File: src/rtl/video_sync_gen.sv
// Master video timing: prescaled horizontal/line counters, blanking/sync decodes,
// and the 1H-rise-clocked phase chain that produces the delayed 2H/4H references.
module video_sync_gen #(
  parameter int DIV      = 14,
  parameter int H_TOTAL  = 456,
  parameter int V_TOTAL  = 262,
  parameter int H_ACTIVE = 336,
  parameter int HS_START = 373,
  parameter int HS_END   = 404,
  parameter int V_ACTIVE = 240,
  parameter int VS_START = 244,
  parameter int VS_END   = 247
) (
  input  logic       clk100,
  input  logic       rst_b,
  output logic       SC_1H,
  output logic       SC_2H,
  output logic       SC_4H,
  output logic       SC_8H,
  output logic       SC_16H,
  output logic       SC_32H,
  output logic       SC_64H,
  output logic       SC_128H,
  output logic       SC_256H,
  output logic [8:0] SC_V,
  output logic       H_TICK,
  output logic       HBLANK_b,
  output logic       VBLANK_b,
  output logic       HSYNC,
  output logic       VSYNC,
  output logic       CLK_2HDL,
  output logic       CLK_4HDL,
  output logic       CLK_4HDL_b,
  output logic       CLK_4HDD,
  output logic       CLK_4HD3_b
);

  localparam int PW = (DIV > 1) ? $clog2(DIV) : 1;

  localparam logic [PW-1:0] P_LAST   = PW'(DIV - 1);
  localparam logic [8:0]    H_LAST   = 9'(H_TOTAL - 1);
  localparam logic [8:0]    V_LAST   = 9'(V_TOTAL - 1);
  localparam logic [8:0]    H_ACT    = 9'(H_ACTIVE);
  localparam logic [8:0]    HS_LO    = 9'(HS_START);
  localparam logic [8:0]    HS_HI    = 9'(HS_END);
  localparam logic [8:0]    V_ACT    = 9'(V_ACTIVE);
  localparam logic [8:0]    VS_LO    = 9'(VS_START);
  localparam logic [8:0]    VS_HI    = 9'(VS_END);

  logic [PW-1:0] p;
  logic [8:0]    h;
  logic [8:0]    v;
  logic [8:0]    h_nxt;
  logic [8:0]    v_nxt;
  logic          step;

  logic h_tick;
  logic hblank_b;
  logic vblank_b;
  logic hsync;
  logic vsync;
  logic clk_2hdl;
  logic clk_4hdl;
  logic clk_4hdl_b;
  logic clk_4hdd;
  logic clk_4hd3_b;

  assign step = (p == P_LAST);

  always_comb begin
    h_nxt = h + 9'd1;
    v_nxt = v;
    if (h == H_LAST) begin
      h_nxt = '0;
      v_nxt = (v == V_LAST) ? '0 : v + 9'd1;
    end
  end

  always_ff @(posedge clk100 or negedge rst_b) begin
    if (!rst_b) begin
      p <= '0;
    end else if (step) begin
      p <= '0;
    end else begin
      p <= p + PW'(1);
    end
  end

  // Decodes are taken from the next H/V so they land in the same cycle as the counters.
  always_ff @(posedge clk100 or negedge rst_b) begin
    if (!rst_b) begin
      h        <= '0;
      v        <= '0;
      h_tick   <= 1'b0;
      hblank_b <= 1'b1;
      vblank_b <= 1'b1;
      hsync    <= 1'b0;
      vsync    <= 1'b0;
    end else begin
      h_tick <= step;
      if (step) begin
        h        <= h_nxt;
        v        <= v_nxt;
        hblank_b <= (h_nxt < H_ACT);
        vblank_b <= (v_nxt < V_ACT);
        hsync    <= (h_nxt >= HS_LO) && (h_nxt <= HS_HI);
        vsync    <= (v_nxt >= VS_LO) && (v_nxt <= VS_HI);
      end
    end
  end

  // Emulates flops clocked by the 1H rising edge: they sample the pre-step values.
  always_ff @(posedge clk100 or negedge rst_b) begin
    if (!rst_b) begin
      clk_2hdl   <= 1'b0;
      clk_4hdl   <= 1'b0;
      clk_4hdl_b <= 1'b1;
      clk_4hdd   <= 1'b0;
      clk_4hd3_b <= 1'b1;
    end else if (step && h_nxt[0]) begin
      clk_2hdl   <= h[1];
      clk_4hdl   <= h[2];
      clk_4hdl_b <= ~h[2];
      clk_4hdd   <= ~clk_4hdl_b;
      clk_4hd3_b <= ~clk_4hdd;
    end
  end

  assign SC_1H      = h[0];
  assign SC_2H      = h[1];
  assign SC_4H      = h[2];
  assign SC_8H      = h[3];
  assign SC_16H     = h[4];
  assign SC_32H     = h[5];
  assign SC_64H     = h[6];
  assign SC_128H    = h[7];
  assign SC_256H    = h[8];
  assign SC_V       = v;
  assign H_TICK     = h_tick;
  assign HBLANK_b   = hblank_b;
  assign VBLANK_b   = vblank_b;
  assign HSYNC      = hsync;
  assign VSYNC      = vsync;
  assign CLK_2HDL   = clk_2hdl;
  assign CLK_4HDL   = clk_4hdl;
  assign CLK_4HDL_b = clk_4hdl_b;
  assign CLK_4HDD   = clk_4hdd;
  assign CLK_4HD3_b = clk_4hd3_b;

endmodule

File: config.mk
export PLATFORM = sky130hd
export DESIGN_NAME = video_sync_gen
export DESIGN_NICKNAME = d
export VERILOG_FILES = /design/src/rtl/video_sync_gen.sv
export SDC_FILE = /design/constraint.sdc
export NUM_CORES = 1
export LEC_CHECK = 0
export CAP_MARGIN = 20
export CELL_PAD_IN_SITES_DETAIL_PLACEMENT = 0
export CELL_PAD_IN_SITES_GLOBAL_PLACEMENT = 1
export CORE_ASPECT_RATIO = 1.75
export CORE_MARGIN = 5
export CORE_UTILIZATION = 40
export CTS_CLUSTER_DIAMETER = 200
export DETAILED_ROUTE_END_ITERATION = 16
export PLACE_DENSITY_LB_ADDON = 0.1
export SYNTH_ARGS = -nofsm -noshare
export SYNTH_HDL_FRONTEND = slang
export SYNTH_SLANG_ARGS = --single-unit
File: constraint.sdc
create_clock -name clk100 -period 3.9 [get_ports clk100]
set_clock_uncertainty 0.15 [all_clocks]
set_input_delay 0.78 -clock clk100 [delete_from_list [all_inputs] [get_ports clk100]]
set_output_delay 0.78 -clock clk100 [all_outputs]
set_load 0.02 [all_outputs]
==> reports/qor.yml, run 1 <==
status: "complete, no violations"
drv_slew: 0
design.core.area_mm2: 0.004404
rr_worst_depth: 5
hold_class: "flip-flop to flip-flop"
multi_input_area_um2: 927.1
slew_headroom_pct: 70.45
cts.repair.resized: 0
required_ps: 2970
power_density_mw_per_mm2: 264.9
async_flop_share_pct: 100.0
die_w_um: 61.00
syn_nets: 203
synth-seq-cells: 32
grt_pass1_vias: 1574
clk_latency_ps: 270
syn_area_mm2: 0.001820
grt_pass1_wl_mm: 7.238
leakagePower_nw: 0.9014
tightestPinTransition_ps: 443.2
yosys.area_share.simple_pct: 25.22
portBuffers: 29
fin_crit_ps: 2461
reg2reg_to: "CLK_2HDL"
clkTransAtPathRegs_ps: 60
rsz0062_at_grt: "false"
synth-edff-count: 0
synth-seq-area-share_pct: 44.26
crit_buf_inv: 1
vdd_ir_drop_max_mv: 0.2714
hpwl_mm: 3.076
drc: 0
critPathLaunch: "h[3]"
synthCells: 198
cp-start-kind: "flip-flop"
crit_fanout: 11
max-cap-violations: 0
initial_core_util_pct: 41.34
antenna_found_initial: 0
n_fill_cell: 447
avgRoutedWirePerCell_um: 15.01
clock_path_buffers: 2
cp.arrival_ps: 1530
area_delta_synth_final_pct: 21.17
crit_path_end_kind: "output pin"
fin_crit_sh_pct: 63.11
r2r_start: "h[1]"
cts_buffers: 5
globalplace.congestion: 0.8544
drt_first_iter_violations: 81
drtPass1Iterations: 4
cts_setup_buffers: 0
nNetsFinal: 231
grt-ovfl-total: 0
synth_top_family_by_area: "simple AND/OR/NAND/NOR gates"
clock-sinks: 32
total_power_mw: 0.5843
vias: 1558
area.sequential_um2: 805.8
cp_top_family: "buffers and inverters"
synthDistinctLibCells: 50
r2r_slack_ps: 1490
synthMuxAreaShare_pct: 3.024
finalHoldViolCount: 0
synth_area_per_cell_um2: 9.194
cts_hold_buf: 0
finalSetupTns_ps: 0
n_antenna_cell: 0
synth_fa_ha_area_share_pct: 2.062
cts_tree: "done"
synth_compound_area_share_pct: 16.36
crit_path_end: "SC_8H"
htreeDepth: 2
cts_root_buf: "clkbuf_8"
slowest_stage: "clkdlybuf4s50_1"
fp.dieH_um: 99.25
synth_xor_area_share_pct: 4.261
worstSetupPathType: "flip-flop to output pin"
fp.dieArea_mm2: 0.006053
final-setup-viol-count: 0
row_count: 32
synthFlopType: "dfrtp_1"
cp_num_cells: 1
max_freq_mhz: 406.3
grt_start_max_net_pins: 33
wirelength_mm: 4.174
synth_warnings: 0
ios: 30
grtUsageTotal_pct: 15.41
slowest_delay_ps: 680
via_per_inst: 5.604
final_antenna_net_count: 0
path_cells: "clkdlybuf4s50_1"
drive_gt1_share_pct: 9.251
==> metal layers <==
metal | part of all wire, % | wire (um) | up-vias | GRT usage (%)
met1 | 39 | 1641 | 743 | 17.31
met2 | 54 | 2234 | 43 | 26.46
met4 | 3.1 | 131 | 0 | 7.846
met3 | 4.0 | 166 | 12 | 2.987
met5 | 0 | 0 | - | 0
li1 | - | - | 760 | -
==> Yosys cell counts, types with 3 or more instances <==
master | n | area share (%)
nand2_1 | 34 | 7.0
a21o_1 | 3 | 1.2
nand2b_1 | 3 | 1.0
dfrtp_1 | 28 | 38
nand3_1 | 9 | 2.5
a21oi_1 | 11 | 3.0
o21ai_0 | 20 | 5.5
or3_1 | 3 | 1.0
o31ai_1 | 3 | 1.2
inv_1 | 5 | 1.0
ha_1 | 3 | 2.1
mux2_2 | 4 | 2.5
nand4_1 | 3 | 1.0
nor2b_1 | 4 | 1.4
nor3_1 | 5 | 1.4
nor2_1 | 6 | 1.2
clkbuf_1 | 3 | 0.62
xnor2_1 | 7 | 3.4
dfstp_2 | 4 | 5.8
buf_2 | 4 | 1.1
==> how the worst min path moves through the flow <==
stage / end / slack [ps] / cells after the start / startpoint
final: CLK_4HD3_b / 310 / 1 / CLK_4HDD
after CTS: CLK_4HD3_b / 320 / 1 / CLK_4HDD
after global routing: CLK_4HD3_b / 340 / 1 / CLK_4HDD
after detailed placement: CLK_4HD3_b / 310 / 1 / CLK_4HDD
after global placement: CLK_4HD3_b / 290 / 1 / CLK_4HDD
after floorplan: CLK_2HDL / 330 / 0 / rst_b
==> cell type report <==
type | count | area share, %
multi-input cells | 150 | 42.03
flip-flops and latches | 32 | 36.53
repair buffers | 31 | 13.84
clock buffers | 7 | 3.460
well taps | 51 | 2.893
inverters | 6 | 1.021
clock inverters | 1 | 0.2269
==> kinds of logic (layout without fill, tap and decap cells) <==
kind of cell / after synthesis / after routing
buf+inv: 16 / 45
compound gates: 49 / 49
simple gates: 85 / 85
flops: 32 / 32
xor+xnor: 8 / 8
fa+ha+maj: 3 / 3
mux: 5 / 5
==> cell usage in the layout (no fill, tap or decap), types with 2 or more instances in the layout <==
cell             Yosys  final
xnor2_1              7      7
nor2b_1              4      4
a21o_1               3      3
o31ai_1              3      3
clkbuf_1             3      2
nand2_1             34     34
dfrtp_1             28     28
nor3b_1              2      2
nand4_1              3      3
mux2_2               4      4
inv_1                5      5
clkbuf_8             0      5
nor4_1               2      2
nand3_1              9      9
or3_1                3      3
nor3_1               5      5
nand2b_1             3      3
dfstp_2              4      4
a21oi_1             11     11
o21ai_0             20     20
a221oi_1             2      2
clkdlybuf4s50_1      0     29
and2_1               2      2
and3_1               2      2
nor2_1               6      6
nand4b_1             2      2
ha_1                 3      3
buf_4                1      2
==> flip-flops by register name, summed over array words and instances, names as in the netlist <==
signal,cells
h,9
HSYNC,1
CLK_4HDL_b,1
VSYNC,1
p,4
CLK_4HDL,1
CLK_2HDL,1
H_TICK,1
CLK_4HDD,1
CLK_4HD3_b,1
VBLANK_b,1
HBLANK_b,1
SC_V,9
==> report_power, final <==
part           internal, mW  leakage (nW)  switching (mW)
combinational       0.00153         0.455         0.00644
clock                 0.125        0.0422           0.119
sequential            0.332         0.404               0
total                 0.459         0.901           0.125
==> per-stage QoR <==
step           worst slack (ps)  std cells  utilization (%)  hold slack (ps)  cell area, um^2
2_1_floorplan              1690        198                -            325.8             1821
3_3_place_gp               1567        270            48.24            294.7             2125
3_5_place_dp               1503        270            48.24            309.1             2125
4_1_cts                    1424        278            50.09            318.1             2206
5_1_grt                    1305        278            50.09            337.8             2206
6_report                   1439        278            50.09            310.2             2206
Power figures use the tool's default switching activity.
==> inputs of run 2 (changes only) <==
--- a/config.mk
+++ b/config.mk
@@ -10,7 +10,7 @@
 export CELL_PAD_IN_SITES_GLOBAL_PLACEMENT = 1
 export CORE_ASPECT_RATIO = 1.75
 export CORE_MARGIN = 5
-export CORE_UTILIZATION = 40
+export CORE_UTILIZATION = 36
 export CTS_CLUSTER_DIAMETER = 200
 export DETAILED_ROUTE_END_ITERATION = 16
 export PLACE_DENSITY_LB_ADDON = 0.1
==> constraint.sdc (replaced) <==
create_clock -name clk100 -period 2.2 [get_ports clk100]
set_clock_uncertainty 0.15 [all_clocks]
set_input_delay 0.44 -clock clk100 [delete_from_list [all_inputs] [get_ports clk100]]
set_output_delay 0.44 -clock clk100 [all_outputs]
set_load 0.02 [all_outputs]
==> reports/qor.yml, run 2 (same netlist as run 1, synthesis figures left out) <==
status: "complete, no violations"
area.sequential_um2: 809.5  # +0.47%
clkTransAtPathRegs_ps: 70  # about the same
tightestPinTransition_ps: 460.5  # +17.31 ps
antenna_found_initial: 0  # unchanged
n_antenna_cell: 0  # unchanged
crit_path_end_kind: "flip-flop"
drtPass1Iterations: 4  # unchanged
area_delta_synth_final_pct: 33.40
fin_area_mm2: 0.002429  # +10%
htreeDepth: 2  # unchanged
reg2reg_to: "CLK_2HDL"
initial_core_util_pct: 36.89  # -4.4 points
vdd_ir_drop_max_mv: 0.3516  # +30%
grt_start_max_net_pins: 33  # unchanged
row_count: 34  # +6.3%
hold_class: "flip-flop to flip-flop"
fin_crit_ps: 2109
avgRoutedWirePerCell_um: 15.46  # +2.9%
finalHoldViolCount: 0  # unchanged
power_density_mw_per_mm2: 439.7  # +66%
fin_crit_sh_pct: 95.85
ios: 30  # unchanged
finalSetupTns_ps: 0  # unchanged
drt_first_iter_violations: 93  # +15%
hold_end: "CLK_4HD3_b"
final_antenna_net_count: 0  # unchanged
drv_slew: 0  # unchanged
die_w_um: 63.76  # +4.5%
cts_buffers: 5  # unchanged
final_cell_mix: "34 x nand2_1, 29 x clkdlybuf4s50_1, 25 x dfrtp_1, 25 x buf_4, 19 x o21ai_0"
critPathLaunch: "h[0]"
grt-ovfl-total: 0  # unchanged
globalplace.congestion: 0.8437  # -1.3%
r2r_slack_ps: 90  # -1400 ps
cp.arrival_ps: 2130  # +600 ps
worstSetupPathType: "flip-flop to flip-flop"
fp.dieArea_mm2: 0.006635  # +9.6%
cts_tree: "done"
grt_pass1_wl_mm: 8.121  # +12%
portBuffers: 29  # unchanged
place_area_mm2: 0.002295  # +8.0%
fp.dieH_um: 104.1  # +4.9%
hpwl_mm: 3.621  # +18%
worst_hold_startpoint: "CLK_4HDD"
final_common_cell: "nand2_1"
max_freq_mhz: 474.2
cts_root_buf: "clkbuf_8"
design.core.area_mm2: 0.004935  # +12%
clock-sinks: 32  # unchanged
rr_worst_depth: 5  # unchanged
clock_path_buffers: 2  # unchanged
hold_path_depth: 1  # unchanged
slew_headroom_pct: 69.20  # -1.2 points
wirelength_mm: 4.699  # +13%
required_ps: 2220  # -750 ps
r2r_start: "h[0]"
final-setup-viol-count: 0  # unchanged
crit_fanout: 9  # -2
max-cap-violations: 0  # unchanged
fin_util_pct: 49.21  # -0.87 points
vias: 1670  # +7.2%
clk_latency_ps: 280  # about the same
fin_cells: 304  # +9.4%
cts_hold_buf: 0  # unchanged
leakagePower_nw: 1.024  # +14%
cp-start-kind: "flip-flop"
grt_pass1_vias: 1742  # +11%
drc: 0  # unchanged
grtUsageTotal_pct: 15.08  # -0.33 points
via_per_inst: 5.493  # -2.0%
drive_gt1_share_pct: 22.40  # +13 points
n_fill_cell: 501  # +12%
multi_input_area_um2: 958.4  # +3.4%
dp.cells: 295  # +9.3%
nNetsFinal: 254  # +10%
[run 2: changes by cell type in the layout (fill, tap and decap cells not counted), moves of 2 or more]
cell	delta
buf_4	+23
dfrtp_1	-3
dfrtp_2	+3
clkbuf_1	-2
[run 2: worst max path at each step]
stage               cells past startpoint  slack [ps]        to
floorplan                               7           4  CLK_2HDL
global placement                        7          90     HSYNC
detailed placement                      7          10     HSYNC
CTS                                     2          10     SC_4H
global route                            8          -7     VSYNC
finish                                  5          90  CLK_2HDL
[run 2: power by group]
group	switching, mW	internal (mW)
sequential	0	0.589
clock	0.216	0.249
combinational	0.0114	0.00271
[run 2: repair_timing]
item,CTS,global route
buffers inserted,0,1
pin swaps,0,1
gates resized for setup,1,9
setup endpoints to repair,1,6
[run 2: cell type report]
| cell class | count | area share (%) |
|---|---|---|
| clock buffer | 6 | 3.400 |
| multi-input combinational | 150 | 39.46 |
| sequential | 32 | 33.33 |
| clock inverter | 2 | 0.4122 |
| timing repair buffer | 54 | 19.68 |
| tap | 54 | 2.782 |
| inverter | 6 | 0.9274 |
[run 2: critical path, stage by stage, from the launching register on]
cell and delay [ps]:
dfrtp_2 400, ha_1 240, and3_1 190, and3_2 260, or3_1 450, mux2_2 310
[run 2: per-stage QoR]
step	worst slack [ps]	total power, mW	hold slack, ps
after floorplan	4.411	0.5996	-5.591
after global placement	85.89	0.6144	298.2
after detailed placement	14.44	0.6147	305.1
after CTS	10.75	1.092	312.7
after global routing	-6.577	1.128	343.0
final	91.22	1.068	309.1
[run 2: per-layer routing]
metal  up-vias  track usage, %  routed length [um]
met4         0           8.470                 172
met3        13           2.595                 115
li1        809               -                   -
met2        32           26.67                2604
met1       816           16.35                1807
met5         -               0                   0
